File: src/rtl/jtpopeye_sec_pkg.sv
// Shared types and constants for the Popeye security-device sequencer.
// Build option: SEC_CTX_RESTORE_EN adds CPU context replay after aux transactions.
package jtpopeye_sec_pkg;

    typedef enum logic [3:0] {
        ST_IDLE   = 4'd0,
        ST_W_LO   = 4'd1,
        ST_W_HI   = 4'd2,
        ST_W_SH   = 4'd3,
        ST_SETTLE = 4'd4,
        ST_RD     = 4'd5,
        ST_CAP    = 4'd6,
        ST_R_LO   = 4'd7,
        ST_R_HI   = 4'd8,
        ST_R_SH   = 4'd9,
        ST_R_SET  = 4'd10
    } sec_state_e;

    localparam logic A0_DATA  = 1'b1;
    localparam logic A0_SHIFT = 1'b0;

    // Longest aux transaction in cen periods (six base states plus four replay states)
    localparam int MAX_TXN_LEN = 10;

    typedef struct packed {
        logic       cs;
        logic       a0;
        logic       rd_n;
        logic       wr_n;
        logic [7:0] din;
    } sec_bus_t;

    localparam sec_bus_t BUS_IDLE = '{cs: 1'b0, a0: 1'b0, rd_n: 1'b1, wr_n: 1'b1, din: 8'h00};

    function automatic sec_bus_t bus_write(input logic a0, input logic [7:0] data);
        sec_bus_t b;
        b = '{cs: 1'b1, a0: a0, rd_n: 1'b1, wr_n: 1'b0, din: data};
        return b;
    endfunction

    function automatic sec_bus_t bus_read(input logic a0);
        sec_bus_t b;
        b = '{cs: 1'b1, a0: a0, rd_n: 1'b0, wr_n: 1'b1, din: 8'h00};
        return b;
    endfunction

endpackage

File: src/rtl/jtpopeye_sec_ctrl.sv
// Arbiter/sequencer sharing the Popeye protection shifter between the CPU and an aux requester.
// Build option: define SEC_CTX_RESTORE_EN to replay the CPU's device context after each aux run.
module jtpopeye_sec_ctrl
    import jtpopeye_sec_pkg::*;
#(
    parameter bit AUX_PRIO = 1'b0
) (
    input  logic       clk,
    input  logic       rst,
    input  logic       cen,
    input  logic       cpu_cs,
    input  logic       cpu_a0,
    input  logic       cpu_rd_n,
    input  logic       cpu_wr_n,
    input  logic [7:0] cpu_din,
    output logic [7:0] cpu_dout,
    output logic       cpu_wait_n,
    input  logic       aux_req,
    input  logic [7:0] aux_hi,
    input  logic [7:0] aux_lo,
    input  logic [2:0] aux_shift,
    output logic       aux_busy,
    output logic       aux_ack,
    output logic [7:0] aux_result,
    output logic       sec_cs,
    output logic       sec_a0,
    output logic       sec_rd_n,
    output logic       sec_wr_n,
    output logic [7:0] sec_din,
    input  logic [7:0] sec_dout
);

    sec_state_e state_q, state_d;
    logic [7:0] op_hi_q, op_hi_d;
    logic [7:0] op_lo_q, op_lo_d;
    logic [2:0] op_sh_q, op_sh_d;
    logic [7:0] aux_result_q, aux_result_d;
    logic       aux_ack_q, aux_ack_d;
    logic       cpu_active_s;
    logic       aux_wins_s;
    logic       start_s;
    sec_bus_t   bus_s;

`ifdef SEC_CTX_RESTORE_EN
    logic [7:0] sh_lo_q, sh_lo_d;
    logic [7:0] sh_hi_q, sh_hi_d;
    logic [2:0] sh_shift_q, sh_shift_d;
`endif

    assign cpu_active_s = cpu_cs & (~cpu_rd_n | ~cpu_wr_n);
    assign aux_wins_s   = aux_req & cpu_active_s & AUX_PRIO;
    assign start_s      = aux_req & (~cpu_active_s | AUX_PRIO);

    // Next-state, operand latch and result capture
    always_comb begin
        state_d      = state_q;
        op_hi_d      = op_hi_q;
        op_lo_d      = op_lo_q;
        op_sh_d      = op_sh_q;
        aux_result_d = aux_result_q;
        aux_ack_d    = 1'b0;
        if (cen) begin
            case (state_q)
                ST_IDLE: begin
                    if (start_s) begin
                        op_hi_d = aux_hi;
                        op_lo_d = aux_lo;
                        op_sh_d = aux_shift;
                        state_d = ST_W_LO;
                    end else begin
                        state_d = ST_IDLE;
                    end
                end
                ST_W_LO:   state_d = ST_W_HI;
                ST_W_HI:   state_d = ST_W_SH;
                ST_W_SH:   state_d = ST_SETTLE;
                ST_SETTLE: state_d = ST_RD;
                ST_RD: begin
                    aux_result_d = sec_dout;
                    aux_ack_d    = 1'b1;
                    state_d      = ST_CAP;
                end
`ifdef SEC_CTX_RESTORE_EN
                ST_CAP:    state_d = ST_R_LO;
                ST_R_LO:   state_d = ST_R_HI;
                ST_R_HI:   state_d = ST_R_SH;
                ST_R_SH:   state_d = ST_R_SET;
                ST_R_SET:  state_d = ST_IDLE;
`else
                ST_CAP:    state_d = ST_IDLE;
`endif
                default:   state_d = ST_IDLE;
            endcase
        end else begin
            state_d = state_q;
        end
    end

`ifdef SEC_CTX_RESTORE_EN
    // Shadow the device state built up by CPU writes that actually reach the device
    always_comb begin
        sh_lo_d    = sh_lo_q;
        sh_hi_d    = sh_hi_q;
        sh_shift_d = sh_shift_q;
        if (cen && (state_q == ST_IDLE) && cpu_cs && !cpu_wr_n && !aux_wins_s) begin
            if (cpu_a0 == A0_DATA) begin
                sh_lo_d = sh_hi_q;
                sh_hi_d = cpu_din;
            end else begin
                sh_shift_d = cpu_din[2:0];
            end
        end else begin
            sh_shift_d = sh_shift_q;
        end
    end

    // Shadow registers
    always_ff @(posedge clk) begin
        if (rst) begin
            sh_lo_q    <= 8'h00;
            sh_hi_q    <= 8'h00;
            sh_shift_q <= 3'd0;
        end else begin
            sh_lo_q    <= sh_lo_d;
            sh_hi_q    <= sh_hi_d;
            sh_shift_q <= sh_shift_d;
        end
    end
`endif

    // Device bus encoding: CPU pass-through in IDLE, sequenced cycles otherwise
    always_comb begin
        bus_s = BUS_IDLE;
        case (state_q)
            ST_IDLE: begin
                if (aux_wins_s) begin
                    bus_s = BUS_IDLE;
                end else begin
                    bus_s = '{cs: cpu_cs, a0: cpu_a0, rd_n: cpu_rd_n, wr_n: cpu_wr_n, din: cpu_din};
                end
            end
            ST_W_LO:   bus_s = bus_write(A0_DATA, op_lo_q);
            ST_W_HI:   bus_s = bus_write(A0_DATA, op_hi_q);
            ST_W_SH:   bus_s = bus_write(A0_SHIFT, {5'b00000, op_sh_q});
            ST_SETTLE: bus_s = BUS_IDLE;
            ST_RD:     bus_s = bus_read(A0_SHIFT);
            ST_CAP:    bus_s = BUS_IDLE;
`ifdef SEC_CTX_RESTORE_EN
            ST_R_LO:   bus_s = bus_write(A0_DATA, sh_lo_q);
            ST_R_HI:   bus_s = bus_write(A0_DATA, sh_hi_q);
            ST_R_SH:   bus_s = bus_write(A0_SHIFT, {5'b00000, sh_shift_q});
            ST_R_SET:  bus_s = BUS_IDLE;
`endif
            default:   bus_s = BUS_IDLE;
        endcase
    end

    // Sequencer state and aux result registers
    always_ff @(posedge clk) begin
        if (rst) begin
            state_q      <= ST_IDLE;
            op_hi_q      <= 8'h00;
            op_lo_q      <= 8'h00;
            op_sh_q      <= 3'd0;
            aux_result_q <= 8'h00;
            aux_ack_q    <= 1'b0;
        end else begin
            state_q      <= state_d;
            op_hi_q      <= op_hi_d;
            op_lo_q      <= op_lo_d;
            op_sh_q      <= op_sh_d;
            aux_result_q <= aux_result_d;
            aux_ack_q    <= aux_ack_d;
        end
    end

    assign sec_cs     = bus_s.cs;
    assign sec_a0     = bus_s.a0;
    assign sec_rd_n   = bus_s.rd_n;
    assign sec_wr_n   = bus_s.wr_n;
    assign sec_din    = bus_s.din;
    assign cpu_dout   = sec_dout;
    assign aux_busy   = (state_q != ST_IDLE);
    assign aux_ack    = aux_ack_q;
    assign aux_result = aux_result_q;
    // In IDLE a stall only happens when aux wins a collision; otherwise any CPU strobe stalls
    assign cpu_wait_n = (state_q == ST_IDLE) ? ~aux_wins_s : ~cpu_active_s;

endmodule

File: config.mk
export PLATFORM = sky130hd
export DESIGN_NAME = jtpopeye_sec_ctrl
export DESIGN_NICKNAME = d
export VERILOG_FILES = /design/src/rtl/jtpopeye_sec_pkg.sv /design/src/rtl/jtpopeye_sec_ctrl.sv
export SDC_FILE = /design/constraint.sdc
export NUM_CORES = 1
export LEC_CHECK = 0
export BUFFER_PORTS_ARGS = -buffer_cell sky130_fd_sc_hd__clkbuf_2
export CORE_MARGIN = 2
export CORE_UTILIZATION = 45
export CTS_CLUSTER_DIAMETER = 120
export DETAILED_ROUTE_END_ITERATION = 8
export PLACE_DENSITY = 0.8
export SLEW_MARGIN = 5
export SYNTH_ARGS = -nofsm -noshare
export SYNTH_HDL_FRONTEND = slang
export SYNTH_SLANG_ARGS = --single-unit
File: constraint.sdc
create_clock -name clk -period 1.71 [get_ports clk]
set_input_delay 0.342 -clock clk [delete_from_list [all_inputs] [get_ports clk]]
set_output_delay 0.342 -clock clk [all_outputs]
set_load 0.01 [all_outputs]
==> metrics.csv <==
metric,value,unit
status,finished with violations,
violations,negative setup slack,
syn_to_final_growth,45.63,%
rows,21,
cts_root_buffer,clkbuf_4,
drive_gt1_share,45.11,%
clk_pin_slew,100,ps
ctsHoldBuffers,0,
chipWidth,63.45,µm
first_iter_violations,41,
synth-edff-count,0,
portBuffers,73,
hold-worst-slack,223.3,ps
power,1629,µW
first_pass_iters,4,
cts_tree,done,
grt_pass1_vias,1443,
insertion_delay,340,ps
vias_per_cell,5.016,
postSynthCellCount,185,
dieArea,4025,µm²
slew-limit-headroom,73.48,%
ys_warn_count,0,
wl_met1,1.670,mm
die_y,63.45,µm
top_layer,met4,
cp_data_arrival_time,1540,ps
track_usage,21.21,%
synth_area_per_cell,8.596,µm²
worst-path-max-fanout,6,
ctsLongestPathBuffers,2,
worstSetupPathType,reg2out,
hold_viol,0,
dr_wl_met3,344,µm
initial_core_util,47.28,%
async_flop_share,0,%
grt_pass1_wl,6.693,mm
place_congestion,0.7700,
synth_most_common_cell,nand2_1,
wl,4.144,mm
synth.distinct_cells,31,
htree_levels,2,
synth_area_leaders,"dfxtp_1, mux2i_1, nand2_1",
hold_class,in2reg,
grt_max_degree,30,
wl_met2,2.114,mm
fmax,532.3,MHz
coreArea,3363,µm²
rsz0062_at_grt,yes,
synthTopCellsByCount,"nand2_1, dfxtp_1, mux2i_1",
ys_ff_latch,31,
synth_flop_cell,dfxtp_1,
cp-end-kind,output pin,
final.period_utilization,109.9,%
crit_required,1370,ps
fin_ws,-168.8,ps
io_pins,74,
yosys.area.top_type_share,39.02,%
cp-start-kind,flop,
cts_inserted_buffers,5,
syn-cell-area,1590,µm²
syn-num-nets,228,
wl_per_cell,13.28,µm
ys_seq_area_share,39.02,%
drc,0,
n_antenna_cell,0,
finalSetupViolations,32,
power.density,703.3,nW/µm²
finalMaxSlewViolations,0,
fin_skew,11.17,ps
final.min_clock_period,1879,ps
yosys.area.top_type,dfxtp_1,
maxCapViolCount,0,
p_leak,0.001059,µW
overflow,0,
clock-sinks,31,
vias,1565,
vdd_drop_max,505.0,µV
tightest_slew,397.3,ps
antenna_found_initial,0,
ant_nets,0,
hpwl,2.613,mm
final_nets,308,
[cell usage in the layout, fill, tap and decap left out, types with 2 or more instances in the layout]
cell type   n
buf_16      2
clkbuf_2   62
nor2_1     10
dfxtp_1    28
buf_12      2
buf_2       5
dfxtp_4     2
buf_4      10
a21oi_1    10
nand2_1    54
mux4_2      3
o21ai_0     2
a2bb2oi_1   4
clkbuf_8    2
buf_6      13
mux2i_1    23
inv_1       2
buf_8       2
clkbuf_4    5
nor2b_4     4
[layout make-up]
class	count	area, µm²
Clock buffer	8	68.82
Fill cell	279	1047
Inverter	2	7.507
Multi-Input combinational cell	129	870.8
Timing Repair Buffer	96	681.9
Sequential cell	31	629.4
Tap cell	46	57.56
[through the flow]
stage               setup slack (ps)  setup TNS (ps)  cells  utilization, %  area [µm²]
finish                        -168.8           -2567    312           68.86        2316
global route                  -230.3           -4572    312           68.86        2316
CTS                           -163.3           -3415    312           67.45        2268
detailed placement            -52.60          -607.6    292           58.85        1979
global placement              -9.450          -27.38    292           58.85        1979
floorplan                      36.56               0    185               -        1590
[flip-flops by register name, indices dropped and copies added, names as in the netlist]
register	flops
aux_ack	1
op_hi_q	8
state_q	3
op_sh_q	3
aux_result	8
op_lo_q	8
[worst max-delay path: stages (launching register included)]
cell and delay [ps]:
dfxtp_4 430, mux4_2 510, nor2b_4 150, buf_6 120
[report_power, final]
part / total [µW] / switching (µW) / internal, µW
registers: 759 / 16.8 / 742
logic: 374 / 160 / 213
clock network: 496 / 254 / 242
total: 1630 / 431 / 1200
[worst paths after layout]
path                                                 start  depth (start not counted)                         end  slack (ps)
worst min-delay path                          aux_shift[1]                          3     op_sh_q[1]$_SDFFE_PP0P_         220
worst min register to register  aux_result[2]$_SDFFE_PP0P_                          2  aux_result[2]$_SDFFE_PP0P_         460
worst max register to register     state_q[1]$_SDFFE_PP0P_                          8     op_lo_q[5]$_SDFFE_PP0P_        -130
worst max-delay path               state_q[1]$_SDFFE_PP0P_                          3                  sec_din[0]        -170
[logic make-up (layout without fill, tap and decap cells)]
kind of cell	after synthesis	after routing	share of synthesized area (%)
AOI/OAI and AO/OA	25	25	10.47
buffers and inverters	25	106	9.363
DFF	31	31	39.02
muxes	27	27	19.35
and+or+nand+nor	77	77	21.79
[layer usage]
layer / up-vias / GRT usage, %
met1: 707 / 25.25
li1: 782 / -
met4: 0 / 3.261
met3: 2 / 8.036
met5: - / 0
met2: 74 / 36.84
[what timing repair did]
| item | 4_1_cts | 5_1_grt |
|---|---|---|
| buffers inserted | 9 | 2 |
| resized for setup | 20 | 29 |
| cloned | 3 | 0 |
| pin swaps | 1 | 3 |
| endpoints found under the setup margin | 33 | 33 |
No activity file was read; power rests on OpenSTA's default activity.
